### config.mk
export PLATFORM = sky130hd
export DESIGN_NAME = mem_arbiter_flat
export DESIGN_NICKNAME = d
export VERILOG_FILES = /design/src/rtl/mem_arbiter_if.sv /design/src/rtl/mem_arbiter.sv /design/src/flat_wrapper.sv
export SDC_FILE = /design/constraint.sdc
export NUM_CORES = 1
export LEC_CHECK = 0
export BUFFER_PORTS_ARGS = -buffer_cell sky130_fd_sc_hd__buf_2
export CELL_PAD_IN_SITES_DETAIL_PLACEMENT = 0
export CELL_PAD_IN_SITES_GLOBAL_PLACEMENT = 1
export CORE_UTILIZATION = 26
export DETAILED_ROUTE_END_ITERATION = 10
export PLACE_DENSITY = 0.91
export SYNTH_ARGS = -nofsm -noshare
export SYNTH_HDL_FRONTEND = slang
export SYNTH_SLANG_ARGS = --single-unit
### constraint.sdc
create_clock -name clk -period 2.19 [get_ports clk]
set_input_delay 0.1095 -clock clk [delete_from_list [all_inputs] [get_ports clk]]
set_output_delay 0.1095 -clock clk [all_outputs]
set_load 0.01 [all_outputs]
### src/rtl/mem_arbiter_if.sv
// Requester and memory bus of the two-port memory arbiter.
// slave  : the arbiter side (takes requests, drives grants and the memory port).
// master : the environment side (requesters plus the data memory).
//
// Handshake: reqN is a level that stays high while requester N still has
// beats to issue. A beat is transferred in every cycle where gntN && reqN,
// with no wait states. wrN/addrN/wdataN describe that beat. Read data comes
// back one cycle later as rdataN, qualified by a one-cycle rvalidN pulse.
// state_dbg mirrors the arbiter FSM: 0 = idle, 1 = requester 0 owns,
// 2 = requester 1 owns.
interface mem_arbiter_if #(
    parameter int AW = 32,
    parameter int DW = 32
);
    logic          req0;
    logic          wr0;
    logic [AW-1:0] addr0;
    logic [DW-1:0] wdata0;
    logic          gnt0;
    logic [DW-1:0] rdata0;
    logic          rvalid0;

    logic          req1;
    logic          wr1;
    logic [AW-1:0] addr1;
    logic [DW-1:0] wdata1;
    logic          gnt1;
    logic [DW-1:0] rdata1;
    logic          rvalid1;

    logic [AW-1:0] mem_addr;
    logic [DW-1:0] mem_Din;
    logic          mem_memWrt;
    logic [DW-1:0] mem_Dout;

    logic [1:0]    state_dbg;

    modport slave (
        input  req0, wr0, addr0, wdata0,
        input  req1, wr1, addr1, wdata1,
        input  mem_Dout,
        output gnt0, rdata0, rvalid0,
        output gnt1, rdata1, rvalid1,
        output mem_addr, mem_Din, mem_memWrt,
        output state_dbg
    );

    modport master (
        output req0, wr0, addr0, wdata0,
        output req1, wr1, addr1, wdata1,
        output mem_Dout,
        input  gnt0, rdata0, rvalid0,
        input  gnt1, rdata1, rvalid1,
        input  mem_addr, mem_Din, mem_memWrt,
        input  state_dbg
    );
endinterface

### src/rtl/mem_arbiter.sv
// Two-requester arbiter in front of a single-port data memory.
// One owner at a time; the owner issues one beat per cycle while its request
// is high. An owner is preempted after MAX_BURST consecutive beats only if
// the other requester is waiting; otherwise it keeps the memory indefinitely.
// Optional feature macro MEM_ARB_RR_EN: a simultaneous request seen in IDLE
// goes to the requester that was not granted last. Without it, requester 0
// always wins that tie.
module mem_arbiter #(
    parameter int AW        = 32,
    parameter int DW        = 32,
    parameter int MAX_BURST = 4
) (
    input  logic            clk,
    input  logic            rst,
    mem_arbiter_if.slave    bus
);

    typedef enum logic [1:0] {
        IDLE = 2'd0,
        OWN0 = 2'd1,
        OWN1 = 2'd2
    } state_t;

    localparam logic [4:0] BURST_LIMIT = 5'(MAX_BURST);

    state_t        state;
    state_t        state_nxt;
    logic [3:0]    beat_cnt;
    logic [4:0]    beat_cnt_inc;
    logic          gnt0_q;
    logic          gnt1_q;
    logic          beat0;
    logic          beat1;
    logic          tie_to1;

    logic [AW-1:0] mem_addr_c;
    logic [DW-1:0] mem_din_c;
    logic          mem_wrt_c;

    logic [DW-1:0] rdata0_q;
    logic [DW-1:0] rdata1_q;
    logic          rvalid0_q;
    logic          rvalid1_q;

    assign beat0        = gnt0_q & bus.req0;
    assign beat1        = gnt1_q & bus.req1;
    assign beat_cnt_inc = {1'b0, beat_cnt} + 5'd1;

`ifdef MEM_ARB_RR_EN
    logic last_gnt;

    assign tie_to1 = ~last_gnt;

    // Remember which requester was granted most recently; resets to 1 so the
    // first tie after reset goes to requester 0.
    always_ff @(posedge clk or posedge rst) begin
        if (rst) begin
            last_gnt <= 1'b1;
        end else if (state_nxt == OWN0 && state != OWN0) begin
            last_gnt <= 1'b0;
        end else if (state_nxt == OWN1 && state != OWN1) begin
            last_gnt <= 1'b1;
        end
    end
`else
    assign tie_to1 = 1'b0;
`endif

    // Next owner: release on dropped request, preempt at the burst limit
    // only when the other side is waiting.
    always_comb begin
        state_nxt = state;
        case (state)
            IDLE: begin
                if (bus.req0 && bus.req1) begin
                    state_nxt = tie_to1 ? OWN1 : OWN0;
                end else if (bus.req0) begin
                    state_nxt = OWN0;
                end else if (bus.req1) begin
                    state_nxt = OWN1;
                end
            end
            OWN0: begin
                if (!bus.req0) begin
                    state_nxt = bus.req1 ? OWN1 : IDLE;
                end else if (bus.req1 && beat_cnt_inc == BURST_LIMIT) begin
                    state_nxt = OWN1;
                end
            end
            OWN1: begin
                if (!bus.req1) begin
                    state_nxt = bus.req0 ? OWN0 : IDLE;
                end else if (bus.req0 && beat_cnt_inc == BURST_LIMIT) begin
                    state_nxt = OWN0;
                end
            end
            default: state_nxt = IDLE;
        endcase
    end

    // Arbiter FSM with registered grants and the per-ownership beat counter.
    always_ff @(posedge clk or posedge rst) begin
        if (rst) begin
            state    <= IDLE;
            gnt0_q   <= 1'b0;
            gnt1_q   <= 1'b0;
            beat_cnt <= 4'd0;
        end else begin
            state  <= state_nxt;
            gnt0_q <= (state_nxt == OWN0);
            gnt1_q <= (state_nxt == OWN1);
            if (state_nxt != state && state_nxt != IDLE) begin
                beat_cnt <= 4'd0;
            end else if ((beat0 || beat1) && beat_cnt != 4'hF) begin
                beat_cnt <= beat_cnt + 4'd1;
            end
        end
    end

    // Memory port mux: only a live beat reaches the memory, otherwise all zero.
    always_comb begin
        mem_addr_c = '0;
        mem_din_c  = '0;
        mem_wrt_c  = 1'b0;
        if (beat0) begin
            mem_addr_c = bus.addr0;
            mem_din_c  = bus.wdata0;
            mem_wrt_c  = bus.wr0;
        end else if (beat1) begin
            mem_addr_c = bus.addr1;
            mem_din_c  = bus.wdata1;
            mem_wrt_c  = bus.wr1;
        end
    end

    // Capture read data one cycle after each read beat; rdata holds otherwise.
    always_ff @(posedge clk or posedge rst) begin
        if (rst) begin
            rvalid0_q <= 1'b0;
            rvalid1_q <= 1'b0;
            rdata0_q  <= '0;
            rdata1_q  <= '0;
        end else begin
            rvalid0_q <= beat0 & ~bus.wr0;
            rvalid1_q <= beat1 & ~bus.wr1;
            if (beat0 && !bus.wr0) begin
                rdata0_q <= bus.mem_Dout;
            end
            if (beat1 && !bus.wr1) begin
                rdata1_q <= bus.mem_Dout;
            end
        end
    end

    assign bus.gnt0       = gnt0_q;
    assign bus.gnt1       = gnt1_q;
    assign bus.rdata0     = rdata0_q;
    assign bus.rdata1     = rdata1_q;
    assign bus.rvalid0    = rvalid0_q;
    assign bus.rvalid1    = rvalid1_q;
    assign bus.mem_addr   = mem_addr_c;
    assign bus.mem_Din    = mem_din_c;
    assign bus.mem_memWrt = mem_wrt_c;
    assign bus.state_dbg  = state;

endmodule

### src/flat_wrapper.sv
// flat-port wrapper written by rule: the top's interface ports become plain ports
module mem_arbiter_flat 
#(
    parameter int AW        = 32,
    parameter int DW        = 32,
    parameter int MAX_BURST = 4
)
  (clk, rst, bus_req0, bus_wr0, bus_addr0, bus_wdata0, bus_req1, bus_wr1, bus_addr1, bus_wdata1, bus_mem_Dout, bus_gnt0, bus_rdata0, bus_rvalid0, bus_gnt1, bus_rdata1, bus_rvalid1, bus_mem_addr, bus_mem_Din, bus_mem_memWrt, bus_state_dbg);
  mem_arbiter_if #(.AW(AW), .DW(DW)) bus_i ();
  input  logic clk;
  input  logic rst;
  input wire logic [$bits(bus_i.req0)-1:0] bus_req0;
  input wire logic [$bits(bus_i.wr0)-1:0] bus_wr0;
  input wire logic [$bits(bus_i.addr0)-1:0] bus_addr0;
  input wire logic [$bits(bus_i.wdata0)-1:0] bus_wdata0;
  input wire logic [$bits(bus_i.req1)-1:0] bus_req1;
  input wire logic [$bits(bus_i.wr1)-1:0] bus_wr1;
  input wire logic [$bits(bus_i.addr1)-1:0] bus_addr1;
  input wire logic [$bits(bus_i.wdata1)-1:0] bus_wdata1;
  input wire logic [$bits(bus_i.mem_Dout)-1:0] bus_mem_Dout;
  output wire logic [$bits(bus_i.gnt0)-1:0] bus_gnt0;
  output wire logic [$bits(bus_i.rdata0)-1:0] bus_rdata0;
  output wire logic [$bits(bus_i.rvalid0)-1:0] bus_rvalid0;
  output wire logic [$bits(bus_i.gnt1)-1:0] bus_gnt1;
  output wire logic [$bits(bus_i.rdata1)-1:0] bus_rdata1;
  output wire logic [$bits(bus_i.rvalid1)-1:0] bus_rvalid1;
  output wire logic [$bits(bus_i.mem_addr)-1:0] bus_mem_addr;
  output wire logic [$bits(bus_i.mem_Din)-1:0] bus_mem_Din;
  output wire logic [$bits(bus_i.mem_memWrt)-1:0] bus_mem_memWrt;
  output wire logic [$bits(bus_i.state_dbg)-1:0] bus_state_dbg;
  assign bus_i.req0 = bus_req0;
  assign bus_i.wr0 = bus_wr0;
  assign bus_i.addr0 = bus_addr0;
  assign bus_i.wdata0 = bus_wdata0;
  assign bus_i.req1 = bus_req1;
  assign bus_i.wr1 = bus_wr1;
  assign bus_i.addr1 = bus_addr1;
  assign bus_i.wdata1 = bus_wdata1;
  assign bus_i.mem_Dout = bus_mem_Dout;
  assign bus_gnt0 = bus_i.gnt0;
  assign bus_rdata0 = bus_i.rdata0;
  assign bus_rvalid0 = bus_i.rvalid0;
  assign bus_gnt1 = bus_i.gnt1;
  assign bus_rdata1 = bus_i.rdata1;
  assign bus_rvalid1 = bus_i.rvalid1;
  assign bus_mem_addr = bus_i.mem_addr;
  assign bus_mem_Din = bus_i.mem_Din;
  assign bus_mem_memWrt = bus_i.mem_memWrt;
  assign bus_state_dbg = bus_i.state_dbg;
  mem_arbiter #(.AW(AW), .DW(DW), .MAX_BURST(MAX_BURST)) u_core (.clk(clk), .rst(rst), .bus(bus_i));
endmodule
Word-level counts from Yosys, hierarchy flattened. Cells that the tools add are included.

$add $sub $neg: 2. $mul: 0. Div/mod/pow operators: 0. Magnitude comparators: 0. Equal/unequal tests: 7. Shift operators: 0. Muxes and demuxes: 18. Bitwise gates (word level): 6. Reductions and logical operators: 13.

Operators with widths (count): two-way mux 32 bit (4); two-way mux 2 bit (8); two-way mux 4 bit (2); logical AND 1 bit (7); case mux 2 bit (3 select lines) (1); adder 4 x 1 -> 5 bit, second input constant (1); == test 5 x 3 -> 1 bit, second input constant (1); adder 4 x 1 -> 4 bit, second input constant (1); bitwise AND 1 bit (4); == test 2 x 1 -> 1 bit, second input constant (2); == test 2 bit, second input constant (2); inequality test 4 bit, second input constant (1); nonzero test 2 bit (2); two-way mux 1 bit (3); logical NOT 1 bit (2); logical NOT 2 bit (1); inequality test 2 bit (1); NOT 1 bit (2); logical OR 1 bit (1).

Register bits after elaboration: 74. Bits in latches: 0. RAM bits: 0. Memory bits (read-only): 0. Input bits: 166. Output and inout bits: 135. Logic and storage cells: 54. Memories kept: 0.

Depth between registers and ports, before layout.
Word-level depth: 9. Mapped depth: 8. Mapped depth without buffers: 6.

Least setup slack after synthesis. No wires, ideal clock.

Kind: reg2reg. Start: register u_core.beat_cnt[0]. End: register u_core.gnt1_q, in the netlist u_core.bus.gnt1. Setup time: 0.120 ns. Arrival time: 1.535 ns. Data required time: 2.070 ns. Path slack: 0.534 ns. Stages on the path, launching flop included: 7. Buffers on the path: 0. Period minus slack after synthesis: 1.656 ns. Cells stage by stage: dfrtp_1 ha_1 nor2b_1 a21oi_2 o32ai_2 or3_1 and4_1.

Longest elaborated chain between the ends: 7. Elaborated cells between the ends (all ways): 10. Classes of those cells: 1 x add/sub; 2 x eq/ne; 5 x mux; 2 x reduce/logical.

RTL lines: start, declared (RTL line mem_arbiter.sv:28) `logic [3:0] beat_cnt;`; start signal, assigned (RTL line mem_arbiter.sv:115) `beat_cnt <= beat_cnt + 4'd1;`; adder 4 x 1 -> 5 bit * (RTL line mem_arbiter.sv:47) `assign beat_cnt_inc = {1'b0, beat_cnt} + 5'd1;`; == test 5 x 3 -> 1 bit * (RTL line mem_arbiter.sv:86, mem_arbiter.sv:93); logical AND 1 bit, on equally long branches (RTL line mem_arbiter.sv:93, mem_arbiter.sv:86); two-way mux 2 bit, on equally long branches (RTL line mem_arbiter.sv:93, mem_arbiter.sv:86); two-way mux 2 bit, on equally long branches (RTL line mem_arbiter.sv:91, mem_arbiter.sv:84); case mux 2 bit (3 select lines) * (RTL line mem_arbiter.sv:73) `case (state)`; == test 2 bit * (RTL line mem_arbiter.sv:111) `gnt1_q <= (state_nxt == OWN1);`; end signal, assigned (RTL line mem_arbiter.sv:111); end, declared (RTL line mem_arbiter.sv:31) `logic gnt1_q;`.

Mark *: on every way between the ends. The rest lies on a longest branch, timed or not. A chain may end at the register's enable or synchronous reset.

Final worst setup path.
Start: register u_core.gnt0_q, in the netlist u_core.bus.gnt0. End: output port bus_mem_addr[29].

Longest elaborated chain between the ends: 2.

RTL lines: start, declared (RTL line mem_arbiter.sv:30) `logic gnt0_q;`; start signal, assigned (RTL line mem_arbiter.sv:110) `gnt0_q <= (state_nxt == OWN0);`; bitwise AND 1 bit (RTL line mem_arbiter.sv:45) `assign beat0 = gnt0_q & bus.req0;`; two-way mux 32 bit (RTL line mem_arbiter.sv:125) `if (beat0) begin`; end, declared (RTL line flat_wrapper.sv:27) `output wire logic [$bits(bus_i.mem_addr)-1:0] bus_mem_addr;`.

No other way between the ends.

==> summary.md <==
| Metric | Value |
|---|---|
| Outcome | `finished clean` |
| GRT Total Usage | `0.221` |
| MaxCap Viol Count | `0` |
| Critical path type | `register to primary output` |
| Crit. Startpoint | `u_core.bus.gnt0` |
| Cells along the critical path | `and2_2, buf_4, a22o_1, buf_2` |
| Power Density | `774 nW/um^2` |
| Dpl hpwl | `12,300 um` |
| # port buffers | `300` |
| Crit path DAT | `1.92 ns` |
| Sink Count | `74` |
| Gate count of the mapped netlist | `413` |
| RSZ-0062 raised after global routing | `no` |
| Routed Antenna Nets | `0` |
| Syn avg cell area | `8.73 um^2` |
| Worst min-delay path category | `input pin to register` |
| Die ar. | `14,300 um^2` |
| Synth warn | `0` |
| Crit share post-route | `0.925` |
| Placed Area | `5260 um^2` |
| DRC Markers | `0` |
| Mapped Nets | `581` |
| Worst relative slew slack | `0.553` |
| Post-Synth Adder-Cell Area | `0.00694` |
| Synth cell types | `25` |
| DR WL/cell | `17.7 um` |
| Std-Cell Rows | `42` |
| Post-synthesis compound-gate area fraction | `0.183` |
| H-tree depth | `3` |
| Post-Syn Area | `3610 um^2` |
| First-pass GRT wire length | `24,000 um` |
| CTS clk-pin slew, worst paths | `0.06 ns` |
| CTS tree | `yes` |
| Final WL | `16,100 um` |
| Synth Area in XOR/XNOR | `0.00243` |
| Slowest CP cell | `buf_4` |
| Final GP Congestion | `0.935` |
| Overflow after GRT | `0` |
| Worst setup EP type | `primary output` |
| Multiplexer share of the synthesized area | `0.00555` |
| IO Pins | `301` |
| Sequential area share after synthesis | `0.514` |
| Final min period | `2.03 ns` |
| Final hold vios | `0` |
| Startpoint types | `register` |
| Post-route clock skew | `0.00730 ns` |
| Largest net degree at the start of global routing | `75` |
| Delay of the slowest critical-path stage | `0.54 ns` |
| CP required | `2.08 ns` |
| Worst VDD drop | `385 uV` |
| NumNets Final | `899` |
| CP Max Fanout | `65` |
| Reg-to-reg startpoint | `u_core.beat_cnt[0]` |
| Final Max Slew Viols | `0` |
| Starting Density | `0.269` |
| 1st-pass router iterations | `4` |
| Fmax | `494 MHz` |
| Clk Latency, worst-skew pair | `0.33 ns` |
| Worst Tran Pin Value | `0.669 ns` |
| # setup viols final | `0` |
| Num CTS Buffers | `9` |
| Share of layout cells above drive strength 1 | `0.444` |
| ANT cells | `0` |
| Chip width | `120 um` |
| Worst-case clock buffer depth | `2` |
| TNS Setup | `0 ns` |
| Vias | `4,224` |
| Synth Area in Simple Gates | `0.245` |
| Number of global-route vias before repair | `4,134` |
| Overall die height | `120 um` |
| Initial antenna violation count | `0` |
| #FFs+latches synth | `74` |
| Layout overhead on the synthesized area | `62.7%` |
| Largest family of logic cells by synthesized area | `simple AND/OR/NAND/NOR gates` |
| # fillers | `1,349` |
| Hold Startpoint | `bus_mem_Dout[13]` |
| Root Driver | `clkbuf_16` |
| P_leak | `3.43 nW` |
| Post-CTS setup buffers | `0` |
| Vias per cell | `4.63` |
| Design area | `5870 um^2` |
| DRT iter0 DRCs | `259` |
| CORE AREA | `13,400 um^2` |
## cells in the final DEF (no fill, tap or decap), drive strengths merged
master,count
and2,1
and4,2
a21oi,5
buf,305
o32ai,1
or3,1
a211oi,1
nor2b,3
nor3b,2
o2111a,2
inv,6
clkbuf,10
a22o,66
nor2,6
dfrtp,74
nand2,202
or2,1
mux2i,2
xnor2,1
clkinvlp,3
clkinv,1
bufinv,1
nand3,3
ha,2
o21a,1
dlygate4sd3,31
nand2b,3
## cell type report
type	instances	area, um^2	area share
timing repair buffer	336	1870	0.319
multi-input combinational	305	1610	0.274
clock inverter	6	66.3	0.0113
sequential	74	1850	0.316
inverter	5	18.8	0.00320
clock buffer	10	229	0.0390
tap	176	220	0.0375
## worst paths after layout
| kind | end | slack, ns | depth (start not counted) |
|---|---|---|---|
| max | bus_mem_addr[29] | 0.16 | 4 |
| min | u_core.bus.rdata0[13] | 0.02 | 3 |
| max reg2reg | u_core.bus.gnt1 | 0.41 | 6 |
| min reg2reg | u_core.bus.rdata0[29] | 0.47 | 2 |
| max in group asynchronous | u_core.bus.rdata0[2] | 1.43 | 4 |
| min in group asynchronous | u_core.bus.state_dbg[1] | 0.40 | 4 |
## stage by stage
| stage | std cells | utilization | hold slack [ns] | power (mW) | setup WS, ns |
|---|---|---|---|---|---|
| after detailed placement | 865 | 0.393 | 0.229 | 3.07 | 0.418 |
| after global placement | 865 | 0.393 | 0.228 | 3.05 | 0.464 |
| final | 912 | 0.438 | 0.0157 | 4.54 | 0.165 |
| after floorplan | 413 | - | 0.215 | 2.39 | 0.199 |
| after global routing | 912 | 0.438 | 0.00785 | 4.80 | 0.0966 |
| after CTS | 912 | 0.438 | 0.00344 | 4.59 | 0.187 |
## timing repair
item	CTS	global route
hold buffers	31	0
endpoints found under the hold margin	130	0
resized for setup	0	0
## per-layer routing
layer	GRT usage	wire length, um	vias to the layer above
met1	0.275	6540	1989
li1	-	-	2012
met2	0.381	8000	205
met3	0.0523	1340	18
met4	0.0578	225	0
met5	0	0	-
## sequential cells by signal (all words and copies together), names as in the netlist
register and flops:
u_core.bus.rdata1 32, u_core.bus.rvalid1 1, u_core.bus.rdata0 32, u_core.bus.gnt0 1, u_core.beat_cnt 4, u_core.bus.state_dbg 2
u_core.bus.rvalid0 1, u_core.bus.gnt1 1
## synthesized netlist by cell type
cell type,n,area [um^2]
a211oi_1,1,7.51
inv_2,2,7.51
nor2_1,6,22.5
a21oi_1,4,20.0
clkbuf_1,7,26.3
dfrtp_1,74,1850
buf_2,22,110
inv_1,3,11.3
or2_1,1,6.26
and2_1,1,6.26
and4_1,2,17.5
a22o_1,66,578
or3_1,1,6.26
ha_1,2,25.0
xnor2_1,1,8.76
nor3b_1,2,15.0
o32ai_2,1,16.3
mux2i_1,2,20.0
nand2b_1,3,18.8
o21a_1,1,7.51
nor2b_1,3,18.8
nand2_1,202,758
a21oi_2,1,8.76
nand3_1,3,15.0
o2111a_1,2,22.5
## where the power goes
part / total (mW) / internal, mW / switching [mW]
combinational: 1.29 / 0.573 / 0.722
sequential: 1.80 / 1.64 / 0.155
clock: 1.45 / 0.884 / 0.569
total: 4.54 / 3.10 / 1.45
## kinds of logic (layout without fill, tap and decap cells)
group,Yosys count,count (layout)
multiplexers,2,2
AO/OA/AOI/OAI,76,76
adder cells (fa/ha/maj),2,2
flip-flops,74,74
AND/OR/NAND/NOR,224,224
buffers and inverters,34,357
XOR/XNOR,1,1
## critical path, delay by kind of cell, from the launching register on
family	cells	cell delay, ns
simple gates	1	0.20
flops	1	0.37
buf+inv	2	0.69
compound gates	1	0.29
(Power assumes the default switching activity.)
